$ cat config.mk
export PLATFORM = sky130hd
export DESIGN_NAME = setbit_iterator_flat
export DESIGN_NICKNAME = d
export VERILOG_FILES = /design/src/rtl/setbit_iterator_if.sv /design/src/rtl/setbit_iterator.sv /design/src/flat_wrapper.sv
export SDC_FILE = /design/constraint.sdc
export NUM_CORES = 1
export LEC_CHECK = 0
export CAP_MARGIN = 20
export CORE_MARGIN = 2
export CORE_UTILIZATION = 48
export CTS_CLUSTER_SIZE = 20
export DETAILED_ROUTE_END_ITERATION = 7
export GPL_ROUTABILITY_DRIVEN = 0
export HOLD_SLACK_MARGIN = 0.05
export PLACE_DENSITY = 0.92
export SETUP_SLACK_MARGIN = 0.15
export SYNTH_ARGS = -nofsm -noshare
export SYNTH_HDL_FRONTEND = slang
export SYNTH_SLANG_ARGS = --single-unit
$ cat constraint.sdc
create_clock -name clk -period 4.57 [get_ports clk]
set_clock_uncertainty 0.2 [all_clocks]
set_input_delay 1.1425 -clock clk [delete_from_list [all_inputs] [get_ports clk]]
set_output_delay 1.1425 -clock clk [all_outputs]
set_load 0.05 [all_outputs]
$ cat src/rtl/setbit_iterator_if.sv
// Handshake bundle for setbit_iterator: word-in channel and index-out beat channel.
// pop_count exists only when SETBIT_ITER_POPCNT_EN is defined.
interface setbit_iterator_if #(
    parameter int DATA_WIDTH = 8
);
    localparam int IW = $clog2(DATA_WIDTH);
    localparam int PW = $clog2(DATA_WIDTH + 1);

    logic                  in_valid;
    logic                  in_ready;
    logic [DATA_WIDTH-1:0] in_data;
    logic                  out_valid;
    logic                  out_ready;
    logic [IW-1:0]         out_index;
    logic                  out_last;
    logic                  out_empty;
`ifdef SETBIT_ITER_POPCNT_EN
    logic [PW-1:0]         pop_count;
`endif

    modport slave (
        input  in_valid, in_data, out_ready,
        output in_ready, out_valid, out_index, out_last, out_empty
`ifdef SETBIT_ITER_POPCNT_EN
        , output pop_count
`endif
    );

    modport master (
        output in_valid, in_data, out_ready,
        input  in_ready, out_valid, out_index, out_last, out_empty
`ifdef SETBIT_ITER_POPCNT_EN
        , input pop_count
`endif
    );
endinterface

$ cat src/rtl/setbit_iterator.sv
// Enumerates the set bits of an accepted word, lowest first, one beat per cycle.
// Optional feature: define SETBIT_ITER_POPCNT_EN to add a registered pop_count output.
module setbit_iterator #(
    parameter int DATA_WIDTH = 8
) (
    input  logic              clk,
    input  logic              rst,
    setbit_iterator_if.slave  bus
);
    localparam int IW = $clog2(DATA_WIDTH);
    localparam int PW = $clog2(DATA_WIDTH + 1);

    localparam logic [0:0] IDLE = 1'b0;
    localparam logic [0:0] EMIT = 1'b1;

    logic [0:0]            state;
    logic [DATA_WIDTH-1:0] mask;
    logic [DATA_WIDTH-1:0] mask_dec;
    logic                  empty_q;
    logic [IW-1:0]         ctz;
    logic                  single;
    logic                  last;

    // Lowest set bit wins because the scan runs MSB to LSB; an all-zero mask gives 0.
    always_comb begin
        ctz = '0;
        for (int i = DATA_WIDTH - 1; i >= 0; i--)
            if (mask[i]) ctz = IW'(i);
    end

    assign mask_dec = mask - {{(DATA_WIDTH-1){1'b0}}, 1'b1};
    assign single   = (mask != '0) && ((mask & mask_dec) == '0);
    assign last     = empty_q || single;

    assign bus.in_ready  = (state == IDLE);
    assign bus.out_valid = (state == EMIT);
    assign bus.out_index = ctz;
    assign bus.out_last  = (state == EMIT) && last;
    assign bus.out_empty = (state == EMIT) && empty_q;

    always_ff @(posedge clk) begin
        if (rst) begin
            state   <= IDLE;
            mask    <= '0;
            empty_q <= 1'b0;
        end else begin
            case (state)
                IDLE: if (bus.in_valid) begin
                    mask    <= bus.in_data;
                    empty_q <= (bus.in_data == '0);
                    state   <= EMIT;
                end
                default: if (bus.out_ready) begin
                    // x & (x-1) drops exactly the bit reported on out_index
                    mask <= mask & mask_dec;
                    if (last) begin
                        state   <= IDLE;
                        empty_q <= 1'b0;
                    end
                end
            endcase
        end
    end

`ifdef SETBIT_ITER_POPCNT_EN
    logic [PW-1:0] pop_q;
    logic [PW-1:0] pop_in;

    always_comb begin
        pop_in = '0;
        for (int i = 0; i < DATA_WIDTH; i++)
            pop_in = pop_in + PW'(bus.in_data[i]);
    end

    always_ff @(posedge clk) begin
        if (rst)
            pop_q <= '0;
        else if (state == IDLE && bus.in_valid)
            pop_q <= pop_in;
    end

    assign bus.pop_count = pop_q;
`endif
endmodule

$ cat src/flat_wrapper.sv
// flat-port wrapper written by rule: the top's interface ports become plain ports
module setbit_iterator_flat 
#(
    parameter int DATA_WIDTH = 8
)
  (clk, rst, bus_in_valid, bus_in_data, bus_out_ready, bus_in_ready, bus_out_valid, bus_out_index, bus_out_last, bus_out_empty);
  setbit_iterator_if #(.DATA_WIDTH(DATA_WIDTH)) bus_i ();
  input  logic clk;
  input  logic rst;
  input wire logic [$bits(bus_i.in_valid)-1:0] bus_in_valid;
  input wire logic [$bits(bus_i.in_data)-1:0] bus_in_data;
  input wire logic [$bits(bus_i.out_ready)-1:0] bus_out_ready;
  output wire logic [$bits(bus_i.in_ready)-1:0] bus_in_ready;
  output wire logic [$bits(bus_i.out_valid)-1:0] bus_out_valid;
  output wire logic [$bits(bus_i.out_index)-1:0] bus_out_index;
  output wire logic [$bits(bus_i.out_last)-1:0] bus_out_last;
  output wire logic [$bits(bus_i.out_empty)-1:0] bus_out_empty;
  assign bus_i.in_valid = bus_in_valid;
  assign bus_i.in_data = bus_in_data;
  assign bus_i.out_ready = bus_out_ready;
  assign bus_in_ready = bus_i.in_ready;
  assign bus_out_valid = bus_i.out_valid;
  assign bus_out_index = bus_i.out_index;
  assign bus_out_last = bus_i.out_last;
  assign bus_out_empty = bus_i.out_empty;
  setbit_iterator #(.DATA_WIDTH(DATA_WIDTH)) u_core (.clk(clk), .rst(rst), .bus(bus_i));
endmodule
# Word level (Yosys, flattened, before mapping)
# Index checks and enable logic that the tools add are counted.
# classes
mux,19
div_mod_pow,0
n_mul,0
bitwise_logic,2
n_reduce_logical,10
eq_ne,2
n_addsub,1
n_shift,0
n_lt_le_gt_ge,0
# op_table
cell,count
two-way mux 3 bit,8
two-way mux 8 bit,3
logical NOT 8 bit,2
AND 8 bit,1
two-way mux 1 bit,8
nonzero test 8 bit,1
"subtractor 8 x 1 -> 8 bit, second input constant",1
"!= test 2 bit, second input constant",2
logical AND 1 bit,3
AND reduction 3 bit,1
AND reduction 2 bit,1
nonzero test 2 bit,1
logical OR 1 bit,1
inverter 1 bit,1
# word_totals
mem_bits_ro,0
latch_bits,0
elab_cells,37
input_bits,12
ram_bits,0
ff_bits,10
mem_count,0
out_inout_bits,7

# Longest topological paths before layout
# Gate-level depths: netlist (run 1).
# logic_depth
ltp_word,8
depth_mapped,5

# Worst setup path before layout (run 1)
# No wires, ideal clock.
# synth_path
kind,register to output
from,register u_core.mask[4]
to,output bus_out_index[1]
setup_slack_ps,1391
required_ps,3228
arrival_ps,1837
path_stages_with_launch,5
path_cell_list,dfxtp_1 clkbuf_1 nor2_1 o21ai_0 a21boi_0
# synth_between
elab_chain_len,5
# synth_rtl
item,line,rtl
from (decl),setbit_iterator.sv:17,logic [DATA_WIDTH-1:0] mask;
from (signal assigned),setbit_iterator.sv:49,mask <= bus.in_data;
from (signal assigned),setbit_iterator.sv:55,mask <= mask & mask_dec;
two-way mux 3 bit (5 in a row),setbit_iterator.sv:28,if (mask[i]) ctz = IW'(i);
to (decl),flat_wrapper.sv:15,output wire logic [$bits(bus_i.out_index)-1:0] bus_out_index;
# No other way between the ends.

# Worst setup path in the final report (run 1)
# layout_path
from,register u_core.mask[0]
to,output bus_out_last
# layout_between
elab_chain_len,6
word_cells_on_any_way,7
cone_classes,add/sub: 1; bitwise: 1; reduce/logical: 5
# layout_rtl
item,line,rtl
subtractor 8 x 1 -> 8 bit,setbit_iterator.sv:31,"assign mask_dec = mask - {{(DATA_WIDTH-1){1'b0}}, 1'b1};"
AND 8 bit,setbit_iterator.sv:32,assign single = (mask != '0) && ((mask & mask_dec) == '0);
logical NOT 8 bit,setbit_iterator.sv:32,
logical AND 1 bit *,setbit_iterator.sv:32,
logical OR 1 bit *,setbit_iterator.sv:33,assign last = empty_q || single;
logical AND 1 bit *,setbit_iterator.sv:38,assign bus.out_last = (state == EMIT) && last;
to (decl),flat_wrapper.sv:16,output wire logic [$bits(bus_i.out_last)-1:0] bus_out_last;
# Every way passes the cells marked *; elsewhere a longest branch is shown, timed or not.

==> results of run 1 <==
[metrics by stage]
stage | total power [uW] | cells
final | 278 | 113
after global routing | 289 | 113
after CTS | 279 | 113
after detailed placement | 198 | 109
after global placement | 196 | 109
after floorplan | 167 | 81
[registers in the layout, indices dropped and copies added (netlist names)]
| name | flops |
|---|---|
| u_core.bus.out_valid | 1 |
| u_core.empty_q | 1 |
| u_core.mask | 8 |
[layout make-up]
cell class	instances	area (um^2)
Multi-Input combinational cell	64	389
Timing Repair Buffer	18	180
Inverter	3	11.3
Tap cell	14	17.5
Sequential cell	10	200
Clock buffer	4	36.3
Fill cell	89	322
[synthesized netlist by cell type (2+ instances only)]
cell type,count
o21ai_0,5
nand2_1,8
a21oi_1,10
dfxtp_1,10
nor4_1,3
clkbuf_1,2
buf_4,2
inv_1,3
and2_1,2
nor4b_1,3
nor2b_1,2
nor2_1,11
[path summary, 6_finish.rpt]
path | end | slack, ns | depth (start not counted)
setup reg to reg | u_core.bus.out_valid | 2.85 | 4
hold / removal | u_core.empty_q | 0.39 | 2
hold reg to reg | u_core.empty_q | 0.39 | 2
setup / recovery | bus_out_last | 0.87 | 5
[cell families (layout without fill, tap and decap cells)]
family | after synthesis | count (layout) | share of synthesized area, %
compound gates | 26 | 26 | 26.1
fa+ha+maj | 1 | 1 | 1.61
buf+inv | 7 | 25 | 5.42
flops | 10 | 10 | 32.1
mux | 1 | 1 | 1.61
simple gates | 36 | 36 | 33.1
[routing by layer]
layer,track usage (%),vias up,wire (um)
li1,-,337,-
met1,26.8,312,718
met2,39.5,25,793
met3,5.00,4,69
met4,14.7,0,26
met5,0,-,0
[where the power goes]
group	switching, uW	total (uW)	internal, uW
clock network	32.5	80.9	48.4
logic	54.7	94.1	39.4
registers	10.3	103	92.4
total	97.6	278	180
[worst max-delay path, stage by stage (launching register included)]
cell and delay (ns):
dfxtp_1 0.39, nor4_4 0.46, o21ai_0 0.19, nand3_2 0.11, and3_1 0.15, clkdlybuf4s50_1 0.80
==> results.tsv, run 1 <==
metric	value	unit
run status	finished clean	
layout cell share with drive strength beyond 1	6.06	%
Arrival @ worst endpoint	2.36	ns
post-synth top area cell	dfxtp_1	
Post-Place Cell Area	798	um^2
cts bufs inserted	3	
Yosys cell types	32	
Post-DRT Antenna Nets	0	
most frequent cells in the layout	18 x clkdlybuf4s50_1, 11 x nor2_1, 10 x a21oi_1, 10 x dfxtp_1, 8 x nand2_1	
TNS Setup	0	ns
post-CTS sizing	0	
fin crit share	81.0	%
Max-Cap Viols	0	
worst slew pin tran	0.495	ns
Reg clk slew, reported paths	0.07	ns
Nets	112	
vias in the first global route	596	
CTS Hold Bufs	0	
later-pin clock latency in the skew report	0.26	ns
final hold violations	0	
initial core utilization	53.9	%
Max Transition Viols Final	0	
Worst setup SP type	flip-flop	
initial antenna violation count	0	
postcts setup bufs	0	
overall routing resource usage	23.6	%
Slew HR	66.9	%
commonest non-fill, non-tap cell in the layout	clkdlybuf4s50_1	
first-pass GRT wire length	2470	um
Min-Delay Path Class	flip-flop to flip-flop	
hold path start	u_core.empty_q	
CP Capture Type	primary output	
asr flop ratio synth	0	%
Die Ht	40.0	um
Worst VDD drop	207	uV
I/O Buffers	18	
top_reg_cell synth	dfxtp_1	
sequential area share after synthesis	32.1	%
Post-synth EDFFs	0	
synth top area cells	dfxtp_1 32%, a21oi_1 8.0%, nor2_1 6.6%	
root buffer cell	clkbuf_4	
first-iteration detailed-routing DRC count	22	
crit path launch	u_core.mask[0]	
min cycle time layout	3.70	ns
Clock Sink Count	10	
YS warnings	0	
post-synthesis cell count	81	
Power Dens Cells	333	nW/um^2
drt total wl	1610	um
Die X	40.0	um
gr ovfl total	0	
largest net degree at the start of global routing	11	
drt first pass iters	4	
min setup slack post-route	0.867	ns
RSZ-0062 raised after global routing	no	
Highest Clock Rate	270	MHz
Mapped Nets	93	
Synth top area share	32.1	%
Synth Register Bits	10	
total core area	1160	um^2
data required time at the worst endpoint	3.23	ns
worst r2r src	u_core.mask[0]	
syn_area_per_cell	7.69	um^2
Clock Tree Buf Depth	2	
DR vias/cell	6.00	
vias post-DR	678	
# DRC	0	
Crit Path Class	flip-flop to primary output	
setup slack at placement	1.16	ns
row count	12	
hold_ws	0.388	ns
Synth-to-Final Area Change	33.9	%
setup violators final	0	
level count of the clock H-tree	1	
die area	1600	um^2
Detailed Place HPWL	1180	um
worst-path maximum fanout	7	
mapped cell area	623	um^2
# IOs	19	
Leak	0.000307	uW
post-layout util	72.2	%
number of antenna repair diodes	0	
final instance area	835	um^2
CTS tree	done	
wire length per cell	14.2	um
(Power assumes the default switching activity.)
==> run 2: changes to the inputs <==
--- a/config.mk
+++ b/config.mk
@@ -7,12 +7,12 @@
 export LEC_CHECK = 0
 export CAP_MARGIN = 20
 export CORE_MARGIN = 2
-export CORE_UTILIZATION = 48
+export CORE_UTILIZATION = 40
 export CTS_CLUSTER_SIZE = 20
 export DETAILED_ROUTE_END_ITERATION = 7
 export GPL_ROUTABILITY_DRIVEN = 0
 export HOLD_SLACK_MARGIN = 0.05
-export PLACE_DENSITY = 0.92
+export PLACE_DENSITY = 0.83
 export SETUP_SLACK_MARGIN = 0.15
 export SYNTH_ARGS = -nofsm -noshare
 export SYNTH_HDL_FRONTEND = slang
==> constraint.sdc (replaced) <==
create_clock -name clk -period 3.3 [get_ports clk]
set_clock_uncertainty 0.2 [all_clocks]
set_input_delay 0.825 -clock clk [delete_from_list [all_inputs] [get_ports clk]]
set_output_delay 0.825 -clock clk [all_outputs]
set_load 0.05 [all_outputs]
==> run 2 against run 1 <==
- sequential cell count unchanged
- clock power up 40%
- sequential share of layout area down 0.14 points
- critical endpoint is now bus_out_index[1]
- total power up 38%
- utilization down 16 points
- cell count up 1.8%
- via count up 0.29%
- global-route usage down 5.6 points
- first-iteration DRC count down 36%
- worst hold slack worse by 0.015 ns
- setup slack worse by 0.59 ns
- wire length down 4.0%
==> results.tsv, run 2 (synthesized netlist as in run 1, its figures left out) <==
metric	value	unit
die area	1890	um^2
GR Util met3	3.75	%
Largest Register	u_core.mask	
CTS tree	done	
Detailed Place HPWL	1140	um
first-pass GRT wire length	2540	um
Leak	0.000336	uW
Nets	112	
wire length per cell	13.4	um
drt total wl	1540	um
initial antenna violation count	0	
Power Dens Cells	458	nW/um^2
post-CTS sizing	0	
setup violators final	0	
# DRC	0	
Min-Delay Path Class	flip-flop to flip-flop	
Die Ht	43.5	um
worst slew pin tran	0.502	ns
Worst VDD drop	246	uV
# IOs	19	
met2 GRT Util	29.9	%
Max-Cap Viols	0	
Max Transition Viols Final	0	
overall routing resource usage	18.0	%
later-pin clock latency in the skew report	0.27	ns
Worst setup SP type	flip-flop	
Synth-to-Final Area Change	34.7	%
max reg flops	8	
vias in the first global route	600	
root buffer cell	clkbuf_4	
drt first pass iters	4	
gr ovfl total	0	
CTS Hold Bufs	0	
layout cell share with drive strength beyond 1	7.07	%
largest net degree at the start of global routing	11	
worst-path maximum fanout	9	
fin crit share	91.5	%
RSZ-0062 raised after global routing	no	
final instance area	840	um^2
row count	14	
Highest Clock Rate	331	MHz
total core area	1490	um^2
data required time at the worst endpoint	2.27	ns
first-iteration detailed-routing DRC count	14	
Crit Path Class	flip-flop to primary output	
min cycle time layout	3.02	ns
final hold violations	0	
level count of the clock H-tree	1	
Arrival @ worst endpoint	1.99	ns
commonest non-fill, non-tap cell in the layout	clkdlybuf4s50_1	
initial core utilization	41.8	%
TNS Setup	0	ns
Clock Tree Buf Depth	2	
post-layout util	56.4	%
hold_ws	0.373	ns
most frequent cells in the layout	15 x clkdlybuf4s50_1, 11 x nor2_1, 10 x a21oi_1, 10 x dfxtp_1, 8 x nand2_1	
DR vias/cell	5.91	
Die X	43.5	um
cts bufs inserted	3	
Slew HR	66.4	%
gr busiest metal	met2	
GRT met1 Usage	22.4	%
postcts setup bufs	0	
I/O Buffers	18	
Post-DRT Antenna Nets	0	
Clock Sink Count	10	
Post-Place Cell Area	798	um^2
CP Capture Type	primary output	
number of antenna repair diodes	0	
Reg clk slew, reported paths	0.07	ns
run status	finished clean	
vias post-DR	680	
-- run 2: stage by stage --
stage	setup slack (ns)	total power, uW	std cells
after CTS	0.152	384	115
after global routing	0.157	401	115
final	0.282	385	115
after global placement	0.487	272	111
after detailed placement	0.464	273	111
after floorplan	0.438	231	81
-- run 2: worst paths after layout --
kind / start / to / slack [ns] / cells after the start
max: u_core.mask[4] / bus_out_index[1] / 0.28 / 4
min: u_core.mask[6] / u_core.mask[6] / 0.37 / 2
max reg2reg: u_core.mask[0] / u_core.bus.out_valid / 1.59 / 4
min reg2reg: u_core.mask[6] / u_core.mask[6] / 0.37 / 2
-- run 2: final cells by class --
| class | instances | area [um^2] |
|---|---|---|
| Multi-Input combinational cell | 64 | 389 |
| Timing Repair Buffer | 18 | 183 |
| Clock buffer | 4 | 36.3 |
| Inverter | 3 | 11.3 |
| Sequential cell | 10 | 200 |
| Tap cell | 16 | 20.0 |
| Fill cell | 133 | 649 |
-- run 2: report_power, final --
group	internal, uW	switching [uW]	total [uW]
sequential	128	13.7	142
combinational	53.6	75.8	129
clock	67.0	46.4	113
-- run 2: worst max-delay path, stage by stage (launching register included) --
cell and delay, ns:
dfxtp_1 0.39, nor2_1 0.19, o21ai_0 0.11, a21boi_0 0.20, clkdlybuf4s50_1 0.83
-- run 2: layer usage --
metal  routed length (um)  part of all wire, %  up-vias
met5                    0                    0        -
met4                   36                  2.3        0
met3                   95                  6.2        6
met2                  719                   47       30
met1                  692                   45      308
li1                     -                    -      336
==> variant, RTL diff (flow settings as in run 2) <==
`DATA_WIDTH` is set to 8 in 3 places; all go to 16.
--- a/src/rtl/setbit_iterator_if.sv
+++ b/src/rtl/setbit_iterator_if.sv
@@ -2,5 +2,5 @@
 // pop_count exists only when SETBIT_ITER_POPCNT_EN is defined.
 interface setbit_iterator_if #(
-    parameter int DATA_WIDTH = 8
+    parameter int DATA_WIDTH = 16
 );
     localparam int IW = $clog2(DATA_WIDTH);
--- a/src/rtl/setbit_iterator.sv
+++ b/src/rtl/setbit_iterator.sv
@@ -2,5 +2,5 @@
 // Optional feature: define SETBIT_ITER_POPCNT_EN to add a registered pop_count output.
 module setbit_iterator #(
-    parameter int DATA_WIDTH = 8
+    parameter int DATA_WIDTH = 16
 ) (
     input  logic              clk,
--- a/src/flat_wrapper.sv
+++ b/src/flat_wrapper.sv
@@ -2,5 +2,5 @@
 module setbit_iterator_flat 
 #(
-    parameter int DATA_WIDTH = 8
+    parameter int DATA_WIDTH = 16
 )
   (clk, rst, bus_in_valid, bus_in_data, bus_out_ready, bus_in_ready, bus_out_valid, bus_out_index, bus_out_last, bus_out_empty);
Ports: changed (resized bus_in_data and bus_out_index); port bits go from 19 to 28. No check against the original RTL was run, so the function may have changed too.
==> variant against run 2 <==
Non-clock buffer count rose by 24; routed wire length rose to 2.5 times the old value; sequential cell count rose by 8; sequential power rose by 84%; synthesized area rose by 89%; maximum frequency fell by 6.5%; total power rose by 85%; utilization rose by 2.8 points; worst setup slack got worse by 0.21 ns; die area rose by 79%; critical path depth rose by 5; design area rose by 96%.
==> variant: results (changes against run 2) <==
status: "finished clean"
hold-path-endpoint: "u_core.mask[2]$_SDFFE_PP0P_"
synth-seq-area-share_pct: 30.6  # -1.5 points
timing.critical_path.from: "u_core.mask[3]$_SDFFE_PP0P_"
sw_frac_of_total_pct: 40.4  # +5.0 points
crit_path_top_delay_cell: "sky130_fd_sc_hd__dfxtp_4"
detail_route.iter0.violations: 95  # +81
hold_start: "u_core.mask[2]$_SDFFE_PP0P_"
synth_fp_nets: 179  # +92%
data_arrival_at_the_endpoint_of_the_critical_path_ns: 2.20  # +0.21 ns
track_usage_pct: 23.3  # +5.3 points
detailed_place.area_mm2: 0.00148  # +86%
leakagePower_nw: 0.629  # +87%
layout-drive-gt1-share_pct: 22.1  # +15 points
grt_max_degree: 18  # +7
hpwl_dp_mm: 2.58  # +130%
worst_setup_path_endpoint: "bus_out_last"
path_clk_slew_ns: 0.10  # +0.03 ns
layoutNonFillerInstCount: 226  # +97%
yosys_cell_types: 41  # +28%
synthTopCellsByArea: "sky130_fd_sc_hd__dfxtp_1 (31%), sky130_fd_sc_hd__nor2_1 (7.7%), sky130_fd_sc_hd__a21oi_1 (6.8%), sky130_fd_sc_hd__nand2_1 (6.1%), sky130_fd_sc_hd__o21ai_0 (5.5%)"
drt-total-wl_mm: 3.91  # +150%
synthTopCellsByCount: "sky130_fd_sc_hd__nor2_1 (24), sky130_fd_sc_hd__nand2_1 (19), sky130_fd_sc_hd__dfxtp_1 (18)"
global_route_wire_length_before_repair_mm: 6.11  # +140%
power.share.clock_pct: 15.5  # -14 points
top_cell_family_by_delay_on_the_critical_path: "simple AND/OR/NAND/NOR gates"
critical_path_maximum_fanout: 4  # -5
grt_pass1_vias: 1344  # +120%
power.ir.vdd_worst_v: 0.000241  # -2.0%
port_buffers: 27  # +9
transition_time_at_the_pin_with_the_least_slew_margin_ns: 0.676  # +0.174 ns
clock_latency_on_the_worst_skew_pair_ns: 0.29  # +0.02 ns
dr_total_vias: 1438  # +110%
reg2regPathDepth: 8  # +4
fin_nets: 217  # +94%
drt_pass1_iterations: 5  # +1
p_seq_mw: 0.261  # +84%
[variant: cell count changes after synthesis, sizes merged, moves of 6 or more]
cell	change
a21oi	+6
nand2	+11
nor2	+13
a22oi	+7
o21ai	+8
dfxtp	+8
[variant: per-layer routing]
layer / vias up / track usage, % / part of all wire, %
met4: 0 / 12.6 / 5.3
met2: 103 / 39.1 / 47
met5: - / 0 / 0
li1: 664 / - / -
met1: 643 / 28.9 / 37
met3: 28 / 2.68 / 10
[variant: tightest hold or removal path, stage by stage (launching register included)]
cell	delay [ns]
sky130_fd_sc_hd__dfxtp_2	0.39
sky130_fd_sc_hd__o21ai_0	0.09
sky130_fd_sc_hd__a21oi_1	0.06
[variant: cells by family after synthesis]
family | Yosys count | synth area share, %
flip-flops | 18 | 30.6
AND/OR/NAND/NOR | 67 | 30.0
buffers and inverters | 14 | 5.32
multiplexers | 1 | 0.851
AO/OA/AOI/OAI | 58 | 32.3
adder cells (fa/ha/maj) | 1 | 0.851
[variant: final cells by class]
class,count,area (um2)
clock buffers,3,22.5
multi-input cells,127,801
fillers,223,1130
repair buffers,42,383
inverters,5,18.8
well taps,31,38.8
flip-flops and latches,18,383
[variant: through the flow]
step | hold slack [ns] | total power, mW | worst slack (ns) | TNS [ns] | util, %
2_1_floorplan | 0.319 | 0.456 | 0.150 | 0 | -
3_3_place_gp | 0.354 | 0.550 | 0.264 | 0 | 53.3
3_5_place_dp | 0.364 | 0.556 | 0.168 | 0 | 53.3
4_1_cts | 0.362 | 0.694 | 0.0942 | 0 | 58.4
5_1_grt | 0.381 | 0.745 | -0.00967 | -0.00967 | 59.2
6_report | 0.373 | 0.712 | 0.0714 | 0 | 59.2
[variant: what timing repair did]
item	CTS	global route
setup endpoints to repair	1	2
resized for setup	16	5
pin swaps	7	4
buffers inserted	10	0
